File: config.mk
export PLATFORM = sky130hd
export DESIGN_NAME = mult_seq_param
export DESIGN_NICKNAME = d
export VERILOG_FILES = /design/src/rtl/mult_seq_param.sv
export SDC_FILE = /design/constraint.sdc
export NUM_CORES = 1
export LEC_CHECK = 0
export BUFFER_PORTS_ARGS = -buffer_cell sky130_fd_sc_hd__buf_2
export CAP_MARGIN = 30
export CORE_AREA = 4 4 106 108
export CTS_CLUSTER_SIZE = 10
export DETAILED_ROUTE_END_ITERATION = 8
export DIE_AREA = 0 0 110 112
export PLACE_DENSITY = 0.64
export SETUP_SLACK_MARGIN = 0.5
export SYNTH_ARGS = -nofsm -noshare
export SYNTH_HDL_FRONTEND = slang
export SYNTH_SLANG_ARGS = --single-unit
File: constraint.sdc
create_clock -name clk -period 3.6 [get_ports clk]
set_clock_uncertainty 0.2 [all_clocks]
set_input_delay 0.18 -clock clk [delete_from_list [all_inputs] [get_ports clk]]
set_output_delay 0.18 -clock clk [all_outputs]
set_load 0.01 [all_outputs]
File: src/rtl/mult_seq_param.sv
// mult_seq_param: sequential shift-and-add multiplier, signed or unsigned,
// one multiplier bit per CALC cycle, sign fix-up in a final FIX cycle.
//
// Parameters:
//   WIDTH        operand width in bits (2..32)
// Ports:
//   clk          rising-edge clock
//   reset        synchronous active-low reset
//   start        begin a multiplication (accepted in IDLE or DONE only)
//   signed_mode  1 = two's complement operands, 0 = unsigned
//   a_in, b_in   multiplicand / multiplier, sampled with start
//   busy         high in CALC and FIX
//   done         one-cycle pulse when product is valid
//   product      2*WIDTH-bit result, held until the next FIX
// Build option:
//   MULT_EARLY_TERM_EN  leave CALC as soon as the remaining multiplier is 0
module mult_seq_param #(
    parameter int WIDTH = 8
) (
    input  logic               clk,
    input  logic               reset,
    input  logic               start,
    input  logic               signed_mode,
    input  logic [WIDTH-1:0]   a_in,
    input  logic [WIDTH-1:0]   b_in,
    output logic               busy,
    output logic               done,
    output logic [2*WIDTH-1:0] product
);

    localparam int CW = $clog2(WIDTH + 1);
    localparam int PW = 2 * WIDTH;

    typedef enum logic [1:0] {
        IDLE,
        CALC,
        FIX,
        DONE
    } state_e;

    state_e          state_q;
    logic [PW-1:0]   mcand_q;
    logic [WIDTH-1:0] mplier_q;
    logic [PW-1:0]   acc_q;
    logic [CW-1:0]   cnt_q;
    logic            sign_q;
    logic [PW-1:0]   prod_q;
    logic            busy_q;
    logic            done_q;

    logic [WIDTH-1:0] a_mag_d;
    logic [WIDTH-1:0] b_mag_d;
    logic             sign_d;
    logic [PW-1:0]    acc_d;
    logic [PW-1:0]    mcand_d;
    logic [WIDTH-1:0] mplier_d;
    logic [CW-1:0]    cnt_d;
    logic             last_calc_d;
    logic [PW-1:0]    prod_d;
    logic             accept_d;

    always_comb begin
        // The most negative value negates to itself, which read as
        // unsigned is exactly the wanted magnitude 2^(WIDTH-1).
        a_mag_d = (signed_mode && a_in[WIDTH-1]) ? (~a_in + 1'b1) : a_in;
        b_mag_d = (signed_mode && b_in[WIDTH-1]) ? (~b_in + 1'b1) : b_in;
        sign_d  = signed_mode & (a_in[WIDTH-1] ^ b_in[WIDTH-1]);

        acc_d    = mplier_q[0] ? (acc_q + mcand_q) : acc_q;
        mcand_d  = mcand_q << 1;
        mplier_d = mplier_q >> 1;
        cnt_d    = cnt_q - 1'b1;

        last_calc_d = (cnt_d == '0);
`ifdef MULT_EARLY_TERM_EN
        // No set bits left: further iterations would only add zero.
        last_calc_d = last_calc_d | (mplier_d == '0);
`endif

        // Negating zero is a no-op, but keep it explicit.
        prod_d = (sign_q && (acc_q != '0)) ? (~acc_q + 1'b1) : acc_q;

        accept_d = start && ((state_q == IDLE) || (state_q == DONE));
    end

    always_ff @(posedge clk) begin
        if (!reset) begin
            state_q  <= IDLE;
            mcand_q  <= '0;
            mplier_q <= '0;
            acc_q    <= '0;
            cnt_q    <= '0;
            sign_q   <= 1'b0;
            prod_q   <= '0;
            busy_q   <= 1'b0;
            done_q   <= 1'b0;
        end else begin
            unique case (state_q)
                IDLE, DONE: begin
                    if (accept_d) begin
                        mcand_q  <= {{WIDTH{1'b0}}, a_mag_d};
                        mplier_q <= b_mag_d;
                        sign_q   <= sign_d;
                        acc_q    <= '0;
                        cnt_q    <= CW'(WIDTH);
                        state_q  <= CALC;
                        busy_q   <= 1'b1;
                    end else begin
                        state_q  <= IDLE;
                        busy_q   <= 1'b0;
                    end
                    done_q <= 1'b0;
                end
                CALC: begin
                    acc_q    <= acc_d;
                    mcand_q  <= mcand_d;
                    mplier_q <= mplier_d;
                    cnt_q    <= cnt_d;
                    if (last_calc_d) begin
                        state_q <= FIX;
                    end
                    busy_q <= 1'b1;
                    done_q <= 1'b0;
                end
                FIX: begin
                    prod_q  <= prod_d;
                    state_q <= DONE;
                    busy_q  <= 1'b0;
                    done_q  <= 1'b1;
                end
                default: begin
                    state_q <= IDLE;
                    busy_q  <= 1'b0;
                    done_q  <= 1'b0;
                end
            endcase
        end
    end

    assign busy    = busy_q;
    assign done    = done_q;
    assign product = prod_q;

endmodule
After elaboration in Yosys (flattened, before gate mapping)
Index checks and enable logic that the tools add are counted.
{"block": "word_totals", "word_cells": 57, "input_bits": 20, "ff_bits": 65, "output_inout_bits": 18}
{"block": "classes", "n_addsub": 5, "n_eq_ne": 6, "muxes": 18, "reduce_logical": 14, "bitwise_logic": 5}
{"operator": "$mux 16", "n": 4}
{"operator": "$pmux 16 s2", "n": 2}
{"operator": "$mux 8", "n": 3}
{"operator": "$add 16x1->16 const B", "n": 1}
{"operator": "$add 16x16->16", "n": 1}
{"operator": "$add 8x1->8 const B", "n": 2}
{"operator": "$not 16->16", "n": 1}
{"operator": "$not 8->8", "n": 2}
{"operator": "$pmux 8 s2", "n": 1}
{"operator": "$reduce_bool 16->1", "n": 1}
{"operator": "$pmux 4 s2", "n": 1}
{"operator": "$ne 2x2->1 const B", "n": 3}
{"operator": "$pmux 2 s3", "n": 1}
{"operator": "$eq 2x2->1 const B", "n": 2}
{"operator": "$logic_and 1x1->1", "n": 4}
{"operator": "$logic_not 4->1", "n": 1}
{"operator": "$mux 4", "n": 1}
{"operator": "$reduce_and 2->1", "n": 2}
{"operator": "$sub 4x1->4 const B", "n": 1}
{"operator": "$pmux 1 s3", "n": 1}
{"operator": "$reduce_and 3->1", "n": 1}
{"operator": "$reduce_or 3->1", "n": 1}
{"operator": "$eq 2x1->1 const B", "n": 1}
{"operator": "$logic_not 2->1", "n": 1}
{"operator": "other kinds (8)", "n": 9}

Depth between registers and ports, before layout
Gate-level depths: netlist of the first run.
{"block": "depth", "word_depth": 5, "ltp_mapped": 8, "mapped_depth_nobuf": 8}

Worst setup path before layout of the first run
Ideal clock, no wire load.
{"block": "synth_path", "kind": "register to register", "start": "register acc_q[0]", "end": "register acc_q[14]", "path_stages_with_launch": 9, "required_ns": 3.338, "setup_time_ns": 0.062, "arrival_ns": 2.119, "slack_ns": 1.219, "path_buffers": 0, "period_less_slack_ns": 2.381, "path_cell_list": "dfxtp_1 > ha_1 > inv_1 > fa_1 > nor2b_1 > o2111ai_1 > a311o_1 > or4_1 > nand3_1"}
{"block": "synth_between", "elab_chain_cells": 3}
{"item": "from (decl)", "line": "44", "text": "logic [PW-1:0] acc_q;"}
{"item": "from (signal assigned)", "line": "91", "text": "acc_q <= '0;"}
{"item": "from (signal assigned)", "line": "104", "text": "acc_q <= '0;"}
{"item": "from (signal assigned)", "line": "115", "text": "acc_q <= acc_d;"}
{"item": "$add 16x16->16", "line": "69", "text": "acc_d = mplier_q[0] ? (acc_q + mcand_q) : acc_q;"}
{"item": "$mux 16", "line": "69"}
{"item": "$pmux 16 s2", "line": "98", "text": "unique case (state_q)"}
No other way between the ends. The select of a mux whose other input is x is not followed.
A chain may end at the register's enable or synchronous reset.

Worst setup path after layout of the first run
Ends and elaborated chain as after synthesis.

==> results of run 1 <==
-- report_power, final --
part / internal (µW) / switching (µW) / total (µW) / leakage [µW]
clock network: 478 / 278 / 756 / 0.000120
logic: 326 / 502 / 828 / 0.00114
registers: 879 / 102 / 982 / 0.000529
-- synthesized netlist by cell type, types with 2 or more instances --
cell      count
a31oi_1       5
clkbuf_1     19
nand2b_1      4
a21o_1        3
a21oi_1      33
o21a_1        6
nand2_1      44
nand3_1       8
nand3b_1      2
o21ai_0      45
nor4_1        2
or3_1         7
ha_1         22
mux2i_1       7
inv_1        21
or2_2         2
and3b_1       2
a22oi_1       6
a22o_1       17
a311oi_1      2
xor2_1       15
o211ai_1      4
nand4_1       4
and3_1        2
a21boi_0      2
nor2_1       43
xnor2_1      15
dfxtp_1      65
o31ai_1       4
nor3_1        8
a211oi_1     10
or4_1         5
o311a_1       2
nor2b_1       3
-- worst min-delay path by stage --
stage                      from     endpoint  slack [ns]  cells past startpoint
CTS                     a_in[6]   mcand_q[7]      0.0008                      4
global placement    mplier_q[6]  mplier_q[6]        0.23                      2
floorplan               a_in[7]   mcand_q[7]        0.10                      2
global route            a_in[6]   mcand_q[7]        0.01                      4
finish                  b_in[2]  mplier_q[2]       0.008                      4
detailed placement  mplier_q[6]  mplier_q[6]        0.24                      2
-- critical path: stages, from the launching register on --
cell and delay [ns]:
dfxtp_1 0.41, ha_1 0.23, inv_1 0.06, fa_1 0.37, nor2b_1 0.22, o2111ai_1 0.21
a311o_1 0.37, or4_1 0.40, nand3_1 0.09
-- per-stage QoR --
stage	cells	util [%]
after floorplan	465	-
after global placement	622	40.3
after detailed placement	622	40.3
after CTS	645	43.4
after global routing	645	43.4
final	645	43.4
-- cells by family (layout without fill, tap and decap cells) --
kind of cell / count (synthesis) / in the layout / share of synthesized area (%)
buf+inv: 43 / 87 / 4.27
flops: 65 / 65 / 34.2
compound gates: 153 / 153 / 26.5
simple gates: 143 / 143 / 18.3
fa+ha+maj: 23 / 23 / 7.75
xor+xnor: 30 / 30 / 6.90
mux: 8 / 8 / 2.13
-- layer usage --
metal  GRT usage, %  vias up  routed length (µm)
met4           4.24        0                  89
met2           23.3       72                3870
met5              0        -                   0
met1           21.0     1583                4560
met3           2.90        8                 370
li1               -     1774                   -
-- state kept, by name, indices dropped and copies added, names as in the netlist --
register,count
busy,1
product,16
mcand_q,16
mplier_q,8
done,1
acc_q,16
state_q,2
cnt_q,4
sign_q,1
-- final cells by class --
cell class	instances	share of cell area, %
Inverter	22	1.86
Timing Repair Buffer	49	6.60
Multi-Input combinational cell	357	52.9
Tap cell	136	3.83
Clock inverter	5	2.31
Clock buffer	11	3.18
Sequential cell	65	29.3
-- repair_timing --
item,CTS,global route
hold buffers,7,0
resized for setup,0,1
endpoints found under the hold margin,8,0
setup endpoints to repair,0,3
==> summary.md, run 1 <==
| Metric | Value |
|---|---|
| Status | finished, final reports clean |
| Crit-path max FO | 6 |
| Max Transition Viols Final | 0 |
| Final Critical Period | 2.62 ns |
| Count of antenna diodes in the layout | 0 |
| Post-route fraction of the period consumed by the critical path | 72.7% |
| Aggregate negative setup slack | 0 ns |
| Aggregate global-route resource usage | 15.0% |
| Destination of the worst register-to-register timing path | acc_q[14] |
| Placed Area | 4120 µm² |
| Power per unit of standard cell area | just under 600 nW/µm² |
| Maximum number of buffers from clock root to sink | 2 |
| Endpoints failing setup | 0 |
| Achievable Freq | 382 MHz |
| Tightest Hold Check Type | input port to flop |
| Core region area | around 10000 µm² |
| Final Hold Fails | 0 |
| DIE AREA | 12300 µm² |
| Largest net degree at the start of global routing | 33 |
| Vias in the first global route | between 3000 and 4000 |
| Worst Setup EP | acc_q[14] |
| Starting density of the core | 37.2% |
| Arrival time reported for the critical path endpoint | 2.69 ns |
| Asr flop ratio synth | 0% |
| FILL cells | 1027 |
| Average wire length per cell after detail routing | about 14 µm |
| Depth of the CTS H-tree | 3 |
| Routed via count | roughly 3400 |
| Nets | 547 |
| R2R Setup Slk | 0.98 ns |
| Clock latency of the later-clocked register in the worst-skew pair | around 0.34 ns |
| Max cap viols | 0 |
| Post-synth cell types | 60 |
| Library cell with the largest summed area after synthesis | dfxtp_1 |
| Total overflow reported by the global router | 0 |
| Drt drc | 0 |
| First-pass detailed-route iteration total | 4 |
| Number of violations reported at the end of detailed-routing iteration 0 | 211 |
| Most frequent cells in the layout | dfxtp_1, o21ai_0, nand2_1 |
| Cell at the root of the clock tree | clkbuf_8 |
| Synth top area share | 34.2% |
| Number of rows in the core area | 37 |
| Max_slew headroom | between 40% and 50% |
| Final Cell Area | approximately 4400 µm² |
| Register area share after synthesis | approximately 34% |
| Worst slack on hold paths | 0.00774 ns |
| Wire length of the first global-routing pass | 15.1 mm |
| Most frequent standard cell in the layout excluding fill and tap cells | dfxtp_1 |
| Clock edge transition at the registers on the reported setup and hold paths | 0.07 ns |
| Via/cell ratio | 5.33 |
| Inserted Clock Buffers | 9 |
| Number of instances in the synthesized netlist | 465 |
| Ys flop type | dfxtp_1 |
| Area of combinational cells with multiple inputs | 2350 µm² |
| WS Path Type | flop to flop |
| Least setup slack across all paths after layout | 0.982 ns |
| Total of flip-flops plus latches after synthesis | 65 |
| Data required time of the worst path | around 3.7 ns |
| Total setup buffers inserted after CTS | 0 |
| Relative area change from synthesis to final layout | 16.5% |
| Io pins | 38 |
| Worst setup startpoint | acc_q[0] |
| Count of antenna-violating nets left after detailed routing | 0 |
| Register area | 1300 µm² |
| Die height | about 110 µm |
| Highest ir drop seen on vdd | 0.225 mV |
| Total wire length after detailed routing | 8.89 mm |
| Average size of a mapped cell | between 8 and 9 µm² |
| Slew at the pin closest to its max-slew limit | about 0.80 ns |
| Syn Nets | 508 |
| Total power after layout | around 2600 µW |
| Fraction of final layout cells sized beyond drive strength 1 | 13.6% |
| Setup slack after placement | 0.852 ns |
| Worst setup SP type | flop |
| Total half-perimeter wirelength after legalization and detailed placement | between 6 and 7 mm |
| Reg2Reg Depth | 8 |
| Pleak | ~0.0018 µW |
| Clock tree from TritonCTS | built |
| YS warnings | 0 |
| Biggest area contributors in the synthesized netlist | dfxtp_1, ha_1, o21ai_0 |
| Count of flip-flops with a built-in enable after synthesis | 0 |
| Horizontal extent of the die | between 100 and 150 µm |
| Number of antenna violations at the first check in global routing | 0 |
| Quantity of I/O buffers inserted on ports | 37 |
| Placer Congestion | 0.892 |
| Number of sinks on the clock net | 65 |
| Type of destination of the critical path | flop |
| Netlist Area Pre-Place | 3810 µm² |
| Worst reg2reg startpoint | acc_q[0] |
| RSZ-0062 raised after global routing | false |
No activity file was read; power rests on OpenSTA's default activity.
==> run 2: changes to the inputs <==
- ABC_AREA: unset -> 1
- CORE_AREA: 4 4 106 108 -> 4 4 110 112
- DIE_AREA: 0 0 110 112 -> 0 0 114 116
- clock period: 3.6 -> 2.5 ns (I/O delays scaled with it)
==> run 2 against run 1 <==
Net effect: the run now ends with hold timing left; routed wire length rose by 17%; final cell count up 31%; largest cell class unchanged; first-iteration DRC count down 16%; largest power group is now clock; core utilization up 2.0 points; global-route usage is 1.4 points higher; cell area grew 15%; die area up 7.3%; worst setup slack got worse by 0.39 ns; hold slack got worse by 0.014 ns.
==> summary.md, run 2 <==
| Metric | Value |
|---|---|
| Inserted Clock Buffers | 9 (unchanged) |
| Average wire length per cell after detail routing | 12.3 µm (-11%) |
| Aggregate global-route resource usage | 16.4% (+1.4 points) |
| Number of instances in the synthesized netlist | 650 (+40%) |
| Crit-path max FO | 4 (-2) |
| Reg2Reg Depth | 10 (+2) |
| Library cell with the largest summed area after synthesis | dfxtp_1 |
| Total half-perimeter wirelength after legalization and detailed placement | 7.77 mm (+16%) |
| Post-synth cell types | 38 (-37%) |
| Syn Nets | 693 (+36%) |
| Power per unit of standard cell area | 837 nW/µm² (+45%) |
| Fraction of final layout cells sized beyond drive strength 1 | 17.5% (+3.9 points) |
| Post-route fraction of the period consumed by the critical path | 76.2% (+3.5 points) |
| DIE AREA | 13200 µm² (+7.3%) |
| Clock latency of the later-clocked register in the worst-skew pair | 0.33 ns (about the same) |
| Netlist Area Pre-Place | 4150 µm² (+9.0%) |
| Highest ir drop seen on vdd | 0.504 mV (+120%) |
| Routed via count | 4176 (+22%) |
| Met3 Resource Use GR | 3.71% (+0.81 points) |
| YS warnings | 0 (unchanged) |
| Total of flip-flops plus latches after synthesis | 65 (unchanged) |
| Clock edge transition at the registers on the reported setup and hold paths | 0.05 ns (-0.02 ns) |
| Io pins | 38 (unchanged) |
| Die height | 116 µm (+3.6%) |
| Tightest Hold Check Type | input port to flop |
| Worst setup SP type | flop |
| Number of antenna violations at the first check in global routing | 0 (unchanged) |
| Worst slack on hold paths | -0.00603 ns (-0.0138 ns) |
| Clock tree from TritonCTS | built |
| Least setup slack across all paths after layout | 0.595 ns (-0.388 ns) |
| Largest net degree at the start of global routing | 34 (+3.0%) |
| Cell mode on critical path | nand3_1 |
| Crit-path max cell delay | 0.35 ns (-0.06 ns) |
| Asr flop ratio synth | 0% (unchanged) |
| Busiest layer in global routing | met2 |
| RSZ-0062 raised after global routing | true |
| Count of flip-flops with a built-in enable after synthesis | 0 (unchanged) |
| Ordered list of cells on the worst path | ha_4 > inv_1 > fa_2 > inv_2 > nand3_1 > nand3_2 > a21oi_2 > or2_2 > nand3_1 > a21oi_1 |
| Status | finished, violations left |
| Average size of a mapped cell | 6.39 µm² (-22%) |
| Destination of the worst register-to-register timing path | acc_q[8] |
| Slew at the pin closest to its max-slew limit | 0.344 ns (-0.459 ns) |
| Starting density of the core | 37.0% (-0.23 points) |
| Master of the slowest instance on the critical path | dfxtp_2 |
| Register area share after synthesis | 31.3% (-2.8 points) |
| Final Hold Fails | 1 (+1) |
| Setup slack after placement | 0.382 ns (-0.470 ns) |
| Total power after layout | 4260 µW (+66%) |
| Core region area | 11200 µm² (+9.7%) |
| Data required time of the worst path | 2.51 ns (-1.16 ns) |
| Max Transition Viols Final | 0 (unchanged) |
| Count of antenna diodes in the layout | 0 (unchanged) |
| Worst setup startpoint | acc_q[0] |
| Nets | 742 (+36%) |
| Global routing met2 resource utilization | 28.0% (+4.7 points) |
| Horizontal extent of the die | 114 µm (+3.6%) |
| Biggest area contributors in the synthesized netlist | dfxtp_1, nand2_1, inv_1 |
| Relative area change from synthesis to final layout | 22.5% |
| Most used standard cells in the synthesized netlist | nand2_1, inv_1, dfxtp_1 |
| Vias in the first global route | 3911 (+23%) |
| Ys flop type | dfxtp_1 |
| Aggregate negative setup slack | 0 ns (unchanged) |
| Total wire length after detailed routing | 10.4 mm (+17%) |
| Cell at the root of the clock tree | clkbuf_16 |
| Quantity of I/O buffers inserted on ports | 37 (unchanged) |
| Drt drc | 0 (unchanged) |
| Synth top area share | 31.3% (-2.8 points) |
| Pleak | 0.00246 µW (+37%) |
| Worst reg2reg startpoint | acc_q[0] |
| Number of rows in the core area | 39 (+5.4%) |
| Launch point of the worst hold path | a_in[5] |
| Dominant cell by count in the synthesized netlist | nand2_1 |
| R2R Setup Slk | 0.59 ns (-0.39 ns) |
| Max cap viols | 0 (unchanged) |
| Placer Congestion | 0.900 (+0.89%) |
| Max_slew headroom | 76.9% (+31 points) |
| Violated checks | hold timing |
| Via/cell ratio | 4.93 (-7.5%) |
| Number of sinks on the clock net | 65 (unchanged) |
| Endpoints failing setup | 0 (unchanged) |
| Most frequent cells in the layout | nand2_1, inv_1, nor2_1 |
| Wire length of the first global-routing pass | 17.7 mm (+18%) |
| Final Critical Period | 1.91 ns (-0.712 ns) |
| Type of destination of the critical path | flop |
| Count of antenna-violating nets left after detailed routing | 0 (unchanged) |
| Depth of the CTS H-tree | 3 (unchanged) |
| Number of violations reported at the end of detailed-routing iteration 0 | 178 (-16%) |
| Most frequent standard cell in the layout excluding fill and tap cells | nand2_1 |
| Achievable Freq | 525 MHz (+37%) |
| Met1 demand-to-capacity share in global routing | 20.4% (-0.62 points) |
| First-pass detailed-route iteration total | 4 (unchanged) |
| Maximum number of buffers from clock root to sink | 2 (unchanged) |
| Total overflow reported by the global router | 0 (unchanged) |
| WS Path Type | flop to flop |
| Arrival time reported for the critical path endpoint | 1.91 ns (-0.78 ns) |
| Worst Setup EP | acc_q[8] |
-- run 2: cell count changes after synthesis, moves of 13 or more --
cell / before / now
a22o_1: 17 / 1
inv_1: 21 / 96
nand2_1: 44 / 175
nand3_1: 8 / 54
nor2_1: 43 / 56
xnor2_1: 15 / 2
-- run 2: routing by layer --
layer  vias up  part of all wire, %  wire length, µm
li1       2186                    -                -
met1      1891                   45             4720
met2        83                   48             5000
met3        16                  4.8              495
met4         0                  1.8              184
met5         -                    0                0
-- run 2: report_power, final --
| part | leakage [µW] | internal (µW) | total, µW | switching, µW |
|---|---|---|---|---|
| Clock | 0.000173 | 1030 | 1490 | 459 |
| Sequential | 0.000535 | 1250 | 1390 | 133 |
| Combinational | 0.00175 | 520 | 1380 | 861 |
| Total | 0.00246 | 2810 | 4260 | 1450 |
-- run 2: layout make-up --
class,instances,area [µm²]
clock buffer,12,256
clock inverter,4,98.8
fill,1136,6130
inverter,104,402
multi-input combinational,463,2480
sequential,65,1320
tap,143,179
timing repair buffer,56,355
-- run 2: worst min-delay path by stage --
stage,endpoint,slack [ns],cells past startpoint
final,mcand_q[7],-0.006,4
after global routing,mcand_q[7],0.03,4
after CTS,mcand_q[7],0.002,5
after detailed placement,mcand_q[0],0.19,2
after global placement,mcand_q[0],0.19,2
after floorplan,mplier_q[7],0.06,2
-- run 2: critical path: cells and delay by family, from the launching register on --
family | cells | cell delay (ns)
DFF | 1 | 0.35
adders and majority gates | 2 | 0.46
AOI/OAI and AO/OA | 2 | 0.12
and+or+nand+nor | 4 | 0.53
buffers and inverters | 2 | 0.12
-- run 2: repair_timing --
item,in CTS,in global routing
hold buffers,11,0
endpoints found under the setup margin,32,44
buffers inserted,1,1
resized for setup,12,30
hold endpoints to repair,17,0
gates cloned,0,0
pin swaps,1,0
-- run 2: kinds of logic (layout without fill, tap and decap cells) --
family	count (synthesis)	after routing	synth area share [%]
compound gates	109	109	14.6
simple gates	324	324	33.7
buf+inv	122	176	11.8
flops	65	65	31.3
xor+xnor	7	7	1.48
fa+ha+maj	23	23	7.11
-- run 2: per-stage QoR --
stage | util [%] | cells | cell area, µm² | hold WS (ns)
2_1_floorplan | - | 650 | 4150 | 0.0563
3_3_place_gp | 39.8 | 818 | 4470 | 0.186
3_5_place_dp | 39.8 | 818 | 4470 | 0.189
4_1_cts | 44.3 | 846 | 4970 | 0.00207
5_1_grt | 45.4 | 847 | 5090 | 0.0281
6_report | 45.4 | 847 | 5090 | -0.00603
==> run 3: changes to the inputs <==
- clock period: 2.5 -> 1.97 ns (I/O delays scaled with it)
==> run 3 against run 2 <==
Net effect: the flow now finishes without violations; combinational power is 91% higher; core utilization is 7.8 points higher; non-clock buffer count rose by 39; clock-buffer cell count fell by 1; fmax up 3.9%; clock power up 14%; sequential share of layout area is 3.4 points lower; final cell count is 5.0% higher; global-route usage grew 2.6 points; hold slack improved by 0.021 ns; largest cell class unchanged.
==> summary.md, run 3 (same netlist as run 2, synthesis figures left out) <==
| Metric | Value |
|---|---|
| Status | finished, final reports clean |
| Inserted Clock Buffers | 9 (unchanged) |
| Power per unit of standard cell area | 1030 nW/µm² (+23%) |
| Reg2Reg Depth | 7 (-3) |
| Most frequent cells in the layout | nand2_1, inv_1, nor2_1 |
| Max_slew headroom | 73.6% (-3.3 points) |
| Final Critical Period | 1.83 ns (-0.0723 ns) |
| Number of rows in the core area | 39 (unchanged) |
| FILL cells | 1048 (-7.7%) |
| Worst setup SP type | flop |
| Count of antenna diodes in the layout | 0 (unchanged) |
| Crit-path max FO | 6 (+2) |
| Number of antenna violations at the first check in global routing | 0 (unchanged) |
| Worst setup startpoint | state_q[1] |
| Endpoints failing setup | 0 (unchanged) |
| Type of destination of the critical path | flop |
| Post-route fraction of the period consumed by the critical path | 93.1% (+17 points) |
| Via/cell ratio | 5.03 (+2.0%) |
| Core region area | 11200 µm² (unchanged) |
| R2R Setup Slk | 0.14 ns (-0.46 ns) |
| Filler-free cell count of the finished design | 889 (+5.0%) |
| Nets | 784 (+5.7%) |
| Horizontal extent of the die | 114 µm (unchanged) |
| Clock edge transition at the registers on the reported setup and hold paths | 0.05 ns (about the same) |
| Worst Setup EP | mcand_q[1] |
| Largest net degree at the start of global routing | 33 (-2.9%) |
| Clock latency of the later-clocked register in the worst-skew pair | 0.33 ns (about the same) |
| Cell depth of the worst min-delay path | 6 (+2) |
| Worst reg2reg startpoint | state_q[1] |
| Drt drc | 0 (unchanged) |
| Number of sinks on the clock net | 65 (unchanged) |
| Total wire length after detailed routing | 12.0 mm (+15%) |
| Io pins | 38 (unchanged) |
| Pleak | 0.00279 µW (+13%) |
| Cell at the root of the clock tree | clkbuf_16 |
| WS Path Type | flop to flop |
| Slew at the pin closest to its max-slew limit | 0.391 ns (+0.0472 ns) |
| Wire length of the first global-routing pass | 20.4 mm (+15%) |
| Vias in the first global route | 4602 (+18%) |
| Depth of the CTS H-tree | 3 (unchanged) |
| Final Hold Fails | 0 (-1) |
| Clock tree from TritonCTS | built |
| Maximum number of buffers from clock root to sink | 2 (unchanged) |
| Highest ir drop seen on vdd | 0.759 mV (+51%) |
| Starting density of the core | 37.0% (unchanged) |
| DIE AREA | 13200 µm² (unchanged) |
| Achievable Freq | 546 MHz (+3.9%) |
| Total half-perimeter wirelength after legalization and detailed placement | 7.92 mm (+1.9%) |
| Aggregate global-route resource usage | 18.9% (+2.6 points) |
| Max cap viols | 0 (unchanged) |
| Count of antenna-violating nets left after detailed routing | 0 (unchanged) |
| Destination of the worst register-to-register timing path | mcand_q[1] |
| Max Transition Viols Final | 0 (unchanged) |
| Die height | 116 µm (unchanged) |
| Fraction of final layout cells sized beyond drive strength 1 | 32.6% (+15 points) |
| Placer Congestion | 0.874 (-2.9%) |
| Cell total after placement | 827 (+1.1%) |
| Data required time of the worst path | 2.02 ns (-0.49 ns) |
| First-pass detailed-route iteration total | 4 (unchanged) |
| Total overflow reported by the global router | 0 (unchanged) |
| Routed via count | 4471 (+7.1%) |
| Relative area change from synthesis to final layout | 43.7% |
| Most frequent standard cell in the layout excluding fill and tap cells | nand2_1 |
| Number of violations reported at the end of detailed-routing iteration 0 | 203 (+14%) |
| RSZ-0062 raised after global routing | true |
| Aggregate negative setup slack | 0 ns (unchanged) |
| Tightest Hold Check Type | input port to flop |
| Arrival time reported for the critical path endpoint | 1.89 ns (-0.02 ns) |
| Quantity of I/O buffers inserted on ports | 37 (unchanged) |
| Average wire length per cell after detail routing | 13.4 µm (+9.5%) |
run 3: metrics by stage:
stage	util (%)	power (µW)	worst slack (ns)	hold WS, ns	area, µm²
after floorplan	-	3180	0.176	0.0366	4380
after global placement	42.1	3540	0.142	0.162	4730
after detailed placement	42.1	3580	0.110	0.154	4730
after CTS	50.9	5930	0.164	0.00228	5710
after global routing	53.2	6530	0.0434	0.0564	5970
final	53.2	6150	0.137	0.0149	5970
run 3: critical path, stage by stage, from the launching register on:
cell and delay (ns):
dfxtp_2 0.34, ha_4 0.27, nand2_4 0.09, o21ai_4 0.07, buf_6 0.12, nor2_4 0.19, clkinvlp_4 0.27, o22ai_2 0.19
run 3: layout make-up:
type                       instances  area (µm²)  share of cell area [%]
clock buffer                      11         233                    3.90
clock inverter                     5        81.3                    1.36
inverter                         104         433                    7.25
multi-input combinational        465        2960                    49.6
sequential                        65        1340                    22.4
tap                              143         179                    3.00
timing repair buffer              95         733                    12.3
timing repair inverter             1        7.51                   0.126
run 3: how the worst min path moves through the flow:
stage | start | to | slack (ns)
floorplan | b_in[7] | mplier_q[7] | 0.04
global placement | a_in[0] | mcand_q[0] | 0.16
detailed placement | a_in[0] | mcand_q[0] | 0.15
CTS | a_in[3] | mcand_q[3] | 0.002
global route | signed_mode | mcand_q[7] | 0.06
finish | signed_mode | mcand_q[7] | 0.01
run 3: what timing repair did:
action                     in CTS  in global routing
setup endpoints to repair      62                 62
hold endpoints to repair       18                  0
buffers inserted               22                  8
hold buffers                   13                  0
gates resized for setup        78                 47
gates cloned                    3                  0
pin swaps                      20                 15
run 3: routing by layer:
metal | GRT usage (%) | part of all wire, % | vias up
met5 | 0 | 0 | -
met4 | 7.68 | 3.1 | 0
met3 | 3.50 | 4.9 | 37
met2 | 35.6 | 52 | 105
met1 | 20.9 | 40 | 2057
li1 | - | - | 2272
run 3: power by group:
part / total [µW] / switching (µW) / internal (µW)
combinational: 2640 / 1430 / 1200
clock: 1700 / 592 / 1110
sequential: 1810 / 213 / 1600
